<file path="config.mk">
export PLATFORM = sky130hd
export DESIGN_NAME = ucode_port_arbiter
export DESIGN_NICKNAME = d
export VERILOG_FILES = /design/src/rtl/ucode_port_arbiter.sv
export SDC_FILE = /design/constraint.sdc
export NUM_CORES = 1
export LEC_CHECK = 0
export BUFFER_PORTS_ARGS = -buffer_cell sky130_fd_sc_hd__buf_2
export CAP_MARGIN = 5
export CORE_AREA = 2 2 81 83
export CTS_CLUSTER_SIZE = 25
export DETAILED_ROUTE_END_ITERATION = 12
export DIE_AREA = 0 0 83 85
export GPL_TIMING_DRIVEN = 0
export PLACE_DENSITY = 0.66
export SLEW_MARGIN = 20
export SYNTH_ARGS = -nofsm -noshare
export SYNTH_HDL_FRONTEND = slang
export SYNTH_SLANG_ARGS = --single-unit
</file>
<file path="constraint.sdc">
create_clock -name clk -period 4.8 [get_ports clk]
set_clock_uncertainty 0.05 [all_clocks]
set_input_delay 0.24 -clock clk [delete_from_list [all_inputs] [get_ports clk]]
set_output_delay 0.24 -clock clk [all_outputs]
set_load 0.01 [all_outputs]
</file>
<file path="src/rtl/ucode_port_arbiter.sv">
// Arbitrates the single-ported microcode store between normal fetch, speculative
// fetch and the loader, and steers the 1-cycle read data back to its owner.
module ucode_port_arbiter #(
  parameter int ADDR_W     = 8,
  parameter int DATA_W     = 32,
  parameter int STARVE_MAX = 4
) (
  input  logic              clk,
  input  logic              rst,
  input  logic              flush_pipeline,
  input  logic              norm_req,
  input  logic [ADDR_W-1:0] norm_addr,
  output logic              norm_gnt,
  output logic              norm_rvalid,
  output logic [DATA_W-1:0] norm_rdata,
  input  logic              spec_req,
  input  logic [ADDR_W-1:0] spec_addr,
  output logic              spec_gnt,
  output logic              spec_rvalid,
  output logic [DATA_W-1:0] spec_rdata,
  input  logic              ld_req,
  input  logic [ADDR_W-1:0] ld_addr,
  input  logic [DATA_W-1:0] ld_wdata,
  output logic              ld_gnt,
  output logic              ram_en,
  output logic              ram_we,
  output logic [ADDR_W-1:0] ram_addr,
  output logic [DATA_W-1:0] ram_wdata,
  input  logic [DATA_W-1:0] ram_rdata,
  output logic              spec_starved
);

  localparam logic [2:0] STARVE_LIM = 3'(STARVE_MAX);

  logic       norm_nop, spec_nop, rd_ok;
  logic       norm_real, spec_real;
  logic       ld_win, norm_win, spec_win;
  logic [2:0] starve_cnt_reg, starve_cnt_next;

  assign norm_nop  = &norm_addr;
  assign spec_nop  = &spec_addr;
  assign rd_ok     = !rst && !flush_pipeline;
  assign norm_real = rd_ok && norm_req && !norm_nop;
  assign spec_real = rd_ok && spec_req && !spec_nop;

  assign spec_starved = (starve_cnt_reg == STARVE_LIM);

  // Loader always first; a starved speculative fetch then jumps ahead of normal.
  assign ld_win   = !rst && ld_req;
  assign spec_win = !ld_win && spec_real && (spec_starved || !norm_real);
  assign norm_win = !ld_win && norm_real && !spec_win;

  // NOP reads are granted outside arbitration and never touch the RAM.
  assign ld_gnt   = ld_win;
  assign norm_gnt = norm_win || (rd_ok && norm_req && norm_nop);
  assign spec_gnt = spec_win || (rd_ok && spec_req && spec_nop);

  always_comb begin
    ram_en    = 1'b0;
    ram_we    = 1'b0;
    ram_addr  = '0;
    ram_wdata = '0;
    if (ld_win) begin
      ram_en    = 1'b1;
      ram_we    = 1'b1;
      ram_addr  = ld_addr;
      ram_wdata = ld_wdata;
    end else if (spec_win) begin
      ram_en   = 1'b1;
      ram_addr = spec_addr;
    end else if (norm_win) begin
      ram_en   = 1'b1;
      ram_addr = norm_addr;
    end
  end

  always_comb begin
    starve_cnt_next = starve_cnt_reg;
    if (flush_pipeline || !spec_req || spec_gnt)
      starve_cnt_next = 3'd0;
    else if (!spec_nop && !spec_starved)
      starve_cnt_next = starve_cnt_reg + 3'd1;
  end

  always_ff @(posedge clk) begin
    if (rst) starve_cnt_reg <= 3'd0;
    else     starve_cnt_reg <= starve_cnt_next;
  end

  // Read return: index 0 = normal, 1 = speculative.
  logic [1:0]        rd_gnt, rd_nop, rvalid_reg, nop_reg;
  logic [DATA_W-1:0] rd_data [2];

  assign rd_gnt = {spec_gnt, norm_gnt};
  assign rd_nop = {spec_nop, norm_nop};

  generate
    for (genvar gi = 0; gi < 2; gi++) begin : g_ret
      always_ff @(posedge clk) begin
        if (rst) begin
          rvalid_reg[gi] <= 1'b0;
          nop_reg[gi]    <= 1'b0;
        end else begin
          rvalid_reg[gi] <= rd_gnt[gi];
          nop_reg[gi]    <= rd_gnt[gi] && rd_nop[gi];
        end
      end
      // Masking with rst drops a result whose owner was reset mid-flight.
      assign rd_data[gi] = (rvalid_reg[gi] && !nop_reg[gi] && !rst) ? ram_rdata : '0;
    end
  endgenerate

  assign norm_rvalid = rvalid_reg[0] && !rst;
  assign spec_rvalid = rvalid_reg[1] && !rst;
  assign norm_rdata  = rd_data[0];
  assign spec_rdata  = rd_data[1];

endmodule

</file>
=== Word level (Yosys, flattened, before mapping) ===
Index checks and enable logic that the tools add are counted.

* Register bits after elaboration: 7
* Input port bits: 94
* Output and inout port bits: 112
* Logic and storage cells: 57

* $add $sub $neg: 1
* Equality and inequality tests: 1
* Muxes and demuxes: 10
* Reductions and logical operators: 40

{| class="wikitable"
|+ Operator list
! cell !! number
|-
| $mux W32 || 3
|-
| $mux W8 || 3
|-
| $logic_and A1 B1 Y1 || 21
|-
| $reduce_and A8 Y1 || 2
|-
| $logic_not A1 Y1 || 11
|-
| $logic_or A1 B1 Y1 || 5
|-
| $mux W1 || 4
|-
| $add A3 B1 Y3 const B || 1
|-
| $eq A3 B3 Y1 const B || 1
|-
| $reduce_or A2 Y1 || 1
|}

=== Depth between registers and ports, before layout ===
* Word-level depth: 12
* Gate-level depth with buffers: 7
* Gate-level depth less buffers: 6

=== Worst setup path after synthesis ===
No wires, ideal clock.

* Path type: flip-flop to output port
* Start point: register starve_cnt_reg[0]
* End point: output ram_addr[2]
* Arrival time: 1.524 ns
* Slack: 2.986 ns
* Cell stages (with the launch flop): 8
* Cells stage by stage: dfxtp_1 inv_1 ha_1 nand2_1 o211ai_4 and2_4 buf_6 a221o_1

* Word-level cells in the longest chain between the ends: 8

{| class="wikitable"
|+ Ends and longest elaborated chain
! element !! line !! text
|-
| start: declaration || 38 || <nowiki>logic [2:0] starve_cnt_reg, starve_cnt_next;</nowiki>
|-
| start signal: assignment || 87 || <nowiki>else starve_cnt_reg <= starve_cnt_next;</nowiki>
|-
| $eq A3 B3 Y1 * || 46 || <nowiki>assign spec_starved = (starve_cnt_reg == STARVE_LIM);</nowiki>
|-
| $logic_or A1 B1 Y1 * || 50 || <nowiki>assign spec_win = !ld_win && spec_real && (spec_starved || !norm_real);</nowiki>
|-
| $logic_and A1 B1 Y1 * || 50 ||
|-
| $logic_not A1 Y1 || 51 || <nowiki>assign norm_win = !ld_win && norm_real && !spec_win;</nowiki>
|-
| $logic_and A1 B1 Y1 || 51 ||
|-
| $mux W8 || 71 || <nowiki>end else if (norm_win) begin</nowiki>
|-
| $mux W8 * || 68 || <nowiki>end else if (spec_win) begin</nowiki>
|-
| $mux W8 * || 63 || <nowiki>if (ld_win) begin</nowiki>
|-
| end: declaration || 27 || <nowiki>output logic [ADDR_W-1:0] ram_addr,</nowiki>
|}

Every way passes the cells marked *; elsewhere a longest branch is shown, timed or not.

=== Worst setup path after layout ===
Same ends and word-level chain as after synthesis.

==> flow_metrics.env <==
export IMPL_min_period_ns=2.28
export IMPL_reg2reg_from="starve_cnt_reg[0]"
export IMPL_cellPowerDensity_mw_per_mm2=106
export IMPL_timing_rr_end="rvalid_reg[1]"
export IMPL_placed_area_mm2=0.00242
export IMPL_port_buffers=205
export IMPL_cts_root_buf="clkbuf_8"
export IMPL_syn_to_final_growth_pct=90.1
export IMPL_coreArea_mm2=0.00620
export IMPL_synth_simple_area_share_pct=60.3
export IMPL_final_setup_viol_count=0
export IMPL_grt_util_met2_pct=27.6
export IMPL_tns_ns=0
export IMPL_die_h_um=85
export IMPL_synth_cell_types=32
export IMPL_worstSkewPairLatency_ns=0.22
export IMPL_start_util_pct=20.9
export IMPL_numCtsBuffers=3
export IMPL_grt_total_usage_pct=15.0
export IMPL_cp_start_kind="register"
export IMPL_synth_fp_nets=279
export IMPL_tritoncts="yes"
export IMPL_max_freq_mhz=438
export IMPL_final_layout_size_suffix_gt1_share_pct=57.1
export IMPL_drv_slew=0
export IMPL_post_cts_resized=0
export IMPL_tightest_slew_ns=0.671
export IMPL_cp_arrival_ns=1.99
export IMPL_syn_inst=183
export IMPL_path_cells="inv_1 -> ha_1 -> nand2_1 -> o211ai_4 -> and2_4 -> buf_6 -> a221o_1 -> buf_2"
export IMPL_ys_seq_elements=7
export IMPL_maxCapViolations=0
export IMPL_yosysWarnings=0
export IMPL_synth_edf_count=0
export IMPL_synth_seq_area_share_pct=10.8
export IMPL_gp_congestion=0.847
export IMPL_rsz0062_at_grt="false"
export IMPL_slowest_stage="dfxtp_1"
export IMPL_synth_xor_area_share_pct=0.676
export IMPL_critPathCapture="ram_addr[2]"
export IMPL_largest_reg_flops=3
export IMPL_ant_nets=0
export IMPL_reg2reg_slack_ns=3.01
export IMPL_die_area_mm2=0.00706
export IMPL_ys_flop_type="dfxtp_1"
export IMPL_finalWorstSetupSlack_ns=2.52
export IMPL_p_leak_nw=1.56
export IMPL_hold_buffers=0
export IMPL_grt_ovfl_total=0
export IMPL_synth_mux_area_share_pct=0.773
export IMPL_wl_mm=5.79
export IMPL_grt_busiest_layer="met2"
export IMPL_grt_pass1_vias=1869
export IMPL_critical_path_required_ns=4.51
export IMPL_hold_path_class="input port to register"
export IMPL_dr_pass1_iters=4
export IMPL_status="finished, final reports clean"
export IMPL_stdcell_area_mm2=0.00246
export IMPL_synth_area_mm2=0.00129
export IMPL_cp_slowest_stage_delay_ns=0.37
export IMPL_synth_fa_ha_area_share_pct=1.93
export IMPL_fp_row_count=29
export IMPL_final_util_pct=39.7
export IMPL_end_kind="output port"
export IMPL_synth_async_reset_ratio_pct=0
export IMPL_cts_buffer_depth=2
export IMPL_via_per_inst=4.43
export IMPL_ir_worst_vdd_uv=59.1
export IMPL_synth_compound_area_share_pct=19.0
export IMPL_reg2regPathDepth=7
export IMPL_synth_top_family_by_area="simple AND/OR/NAND/NOR gates"
export IMPL_die_w_um=83
export IMPL_worstSetupPathType="register to output port"
export IMPL_path_clk_slew_ns=0.04
export IMPL_grt_start_max_net_pins=12
export IMPL_globalRouteMet3Util_pct=2.53
export IMPL_critical_path_startpoint="starve_cnt_reg[0]"
export IMPL_io_pins=206
export IMPL_grt_pass1_wl_mm=8.94
export IMPL_nNetsFinal=489
export IMPL_cts_setup_buffers=0
export IMPL_grtUsageMet1_pct=17.5
export IMPL_totalPowerFinal_mw=0.261
export IMPL_antenna_found_initial=0
export IMPL_drt_iter0_markers=25
export IMPL_clock_sinks=7
export IMPL_min_period_over_period_pct=47.6
export IMPL_syn_mean_instance_area_um2=7.08
export IMPL_post_drt_wl_per_cell_um=12.3
export IMPL_drc=0
export IMPL_worstPathMaxFanout=10
export IMPL_place_ws_ns=2.75
export IMPL_n_antenna_cell=0
export IMPL_max_slew_margin_pct=55.1
export IMPL_hold_violations=0
export IMPL_hpwl_mm=5.03
export IMPL_fillers=656
export IMPL_cts_max_level=1
export IMPL_vias=2077
## worst max-delay path, delay by kind of cell, from the launching register on
family	cells	cell delay [ns]
AO/OA/AOI/OAI	2	0.45
AND/OR/NAND/NOR	2	0.42
flip-flops	1	0.37
buffers and inverters	3	0.34
adder cells (fa/ha/maj)	1	0.20
## layout make-up
cell class / count / area [um2] / area share [%]
multi-input cells: 157 / 1070 / 43.5
repair buffers: 205 / 1030 / 41.7
flip-flops and latches: 7 / 140 / 5.69
well taps: 77 / 96.3 / 3.91
plain buffers: 15 / 68.8 / 2.79
clock buffers: 4 / 45.0 / 1.83
inverters: 4 / 15.0 / 0.610
## through the flow
| step | hold slack, ns | std cells |
|---|---|---|
| floorplan | 0.365 | 183 |
| global placement | 0.497 | 465 |
| detailed placement | 0.520 | 465 |
| CTS | 0.302 | 469 |
| global route | 0.334 | 469 |
| finish | 0.312 | 469 |
## synth_stat cells (2+ instances only)
cell type,count,share of area [%]
and2_1,96,46
clkbuf_1,12,3.5
a21oi_1,9,3.5
o211ai_1,8,4.6
dfxtp_1,7,11
a221o_1,5,3.9
inv_1,4,1.2
nand4_1,4,1.9
nor2_1,4,1.2
a221o_2,3,2.6
nor4_1,3,1.4
and2b_2,2,1.4
ha_1,2,1.9
nand2_1,2,0.58
nor2b_1,2,0.97
o21a_1,2,1.2
o21ai_0,2,0.77
or2_2,2,0.97
## worst min path at each step
stage / start / end / slack, ns / depth (start not counted)
finish: spec_req / starve_cnt_reg[0] / 0.31 / 3
floorplan: rst / rvalid_reg[0] / 0.36 / 2
global route: spec_req / starve_cnt_reg[0] / 0.33 / 3
global placement: starve_cnt_reg[1] / starve_cnt_reg[1] / 0.50 / 2
CTS: spec_req / starve_cnt_reg[0] / 0.30 / 3
detailed placement: starve_cnt_reg[1] / starve_cnt_reg[1] / 0.52 / 2
## cells in the final DEF (no fill, tap or decap), types with 2 or more instances in the layout
| cell type | count |
|---|---|
| clkbuf_1 | 13 |
| buf_2 | 206 |
| and2b_2 | 2 |
| a221o_2 | 3 |
| ha_1 | 2 |
| a221o_1 | 5 |
| clkbuf_8 | 3 |
| o211ai_1 | 8 |
| o21a_1 | 2 |
| a21oi_1 | 9 |
| nand4_1 | 4 |
| inv_1 | 4 |
| nand2_1 | 2 |
| nor2_1 | 4 |
| dfxtp_1 | 7 |
| nor2b_1 | 2 |
| nor4_1 | 3 |
| o21ai_0 | 2 |
| or2_2 | 2 |
| and2_1 | 96 |
## cells by family (layout without fill, tap and decap cells)
family	Yosys count	after routing
DFF	7	7
AOI/OAI and AO/OA	31	31
buffers and inverters	19	228
xor gates and xnor gates	1	1
and+or+nand+nor	122	122
muxes	1	1
adders and majority gates	2	2
## metal layers
layer / vias to the layer above / share of wire [%]
li1: 1033 / -
met1: 901 / 40
met2: 133 / 50
met3: 10 / 8.6
met4: 0 / 1.9
met5: - / 0
## power by group
group,switching [mW],internal [mW]
sequential,0.000548,0.0595
clock,0.0233,0.0573
combinational,0.0577,0.0623
No activity file was read; power rests on OpenSTA's default activity.
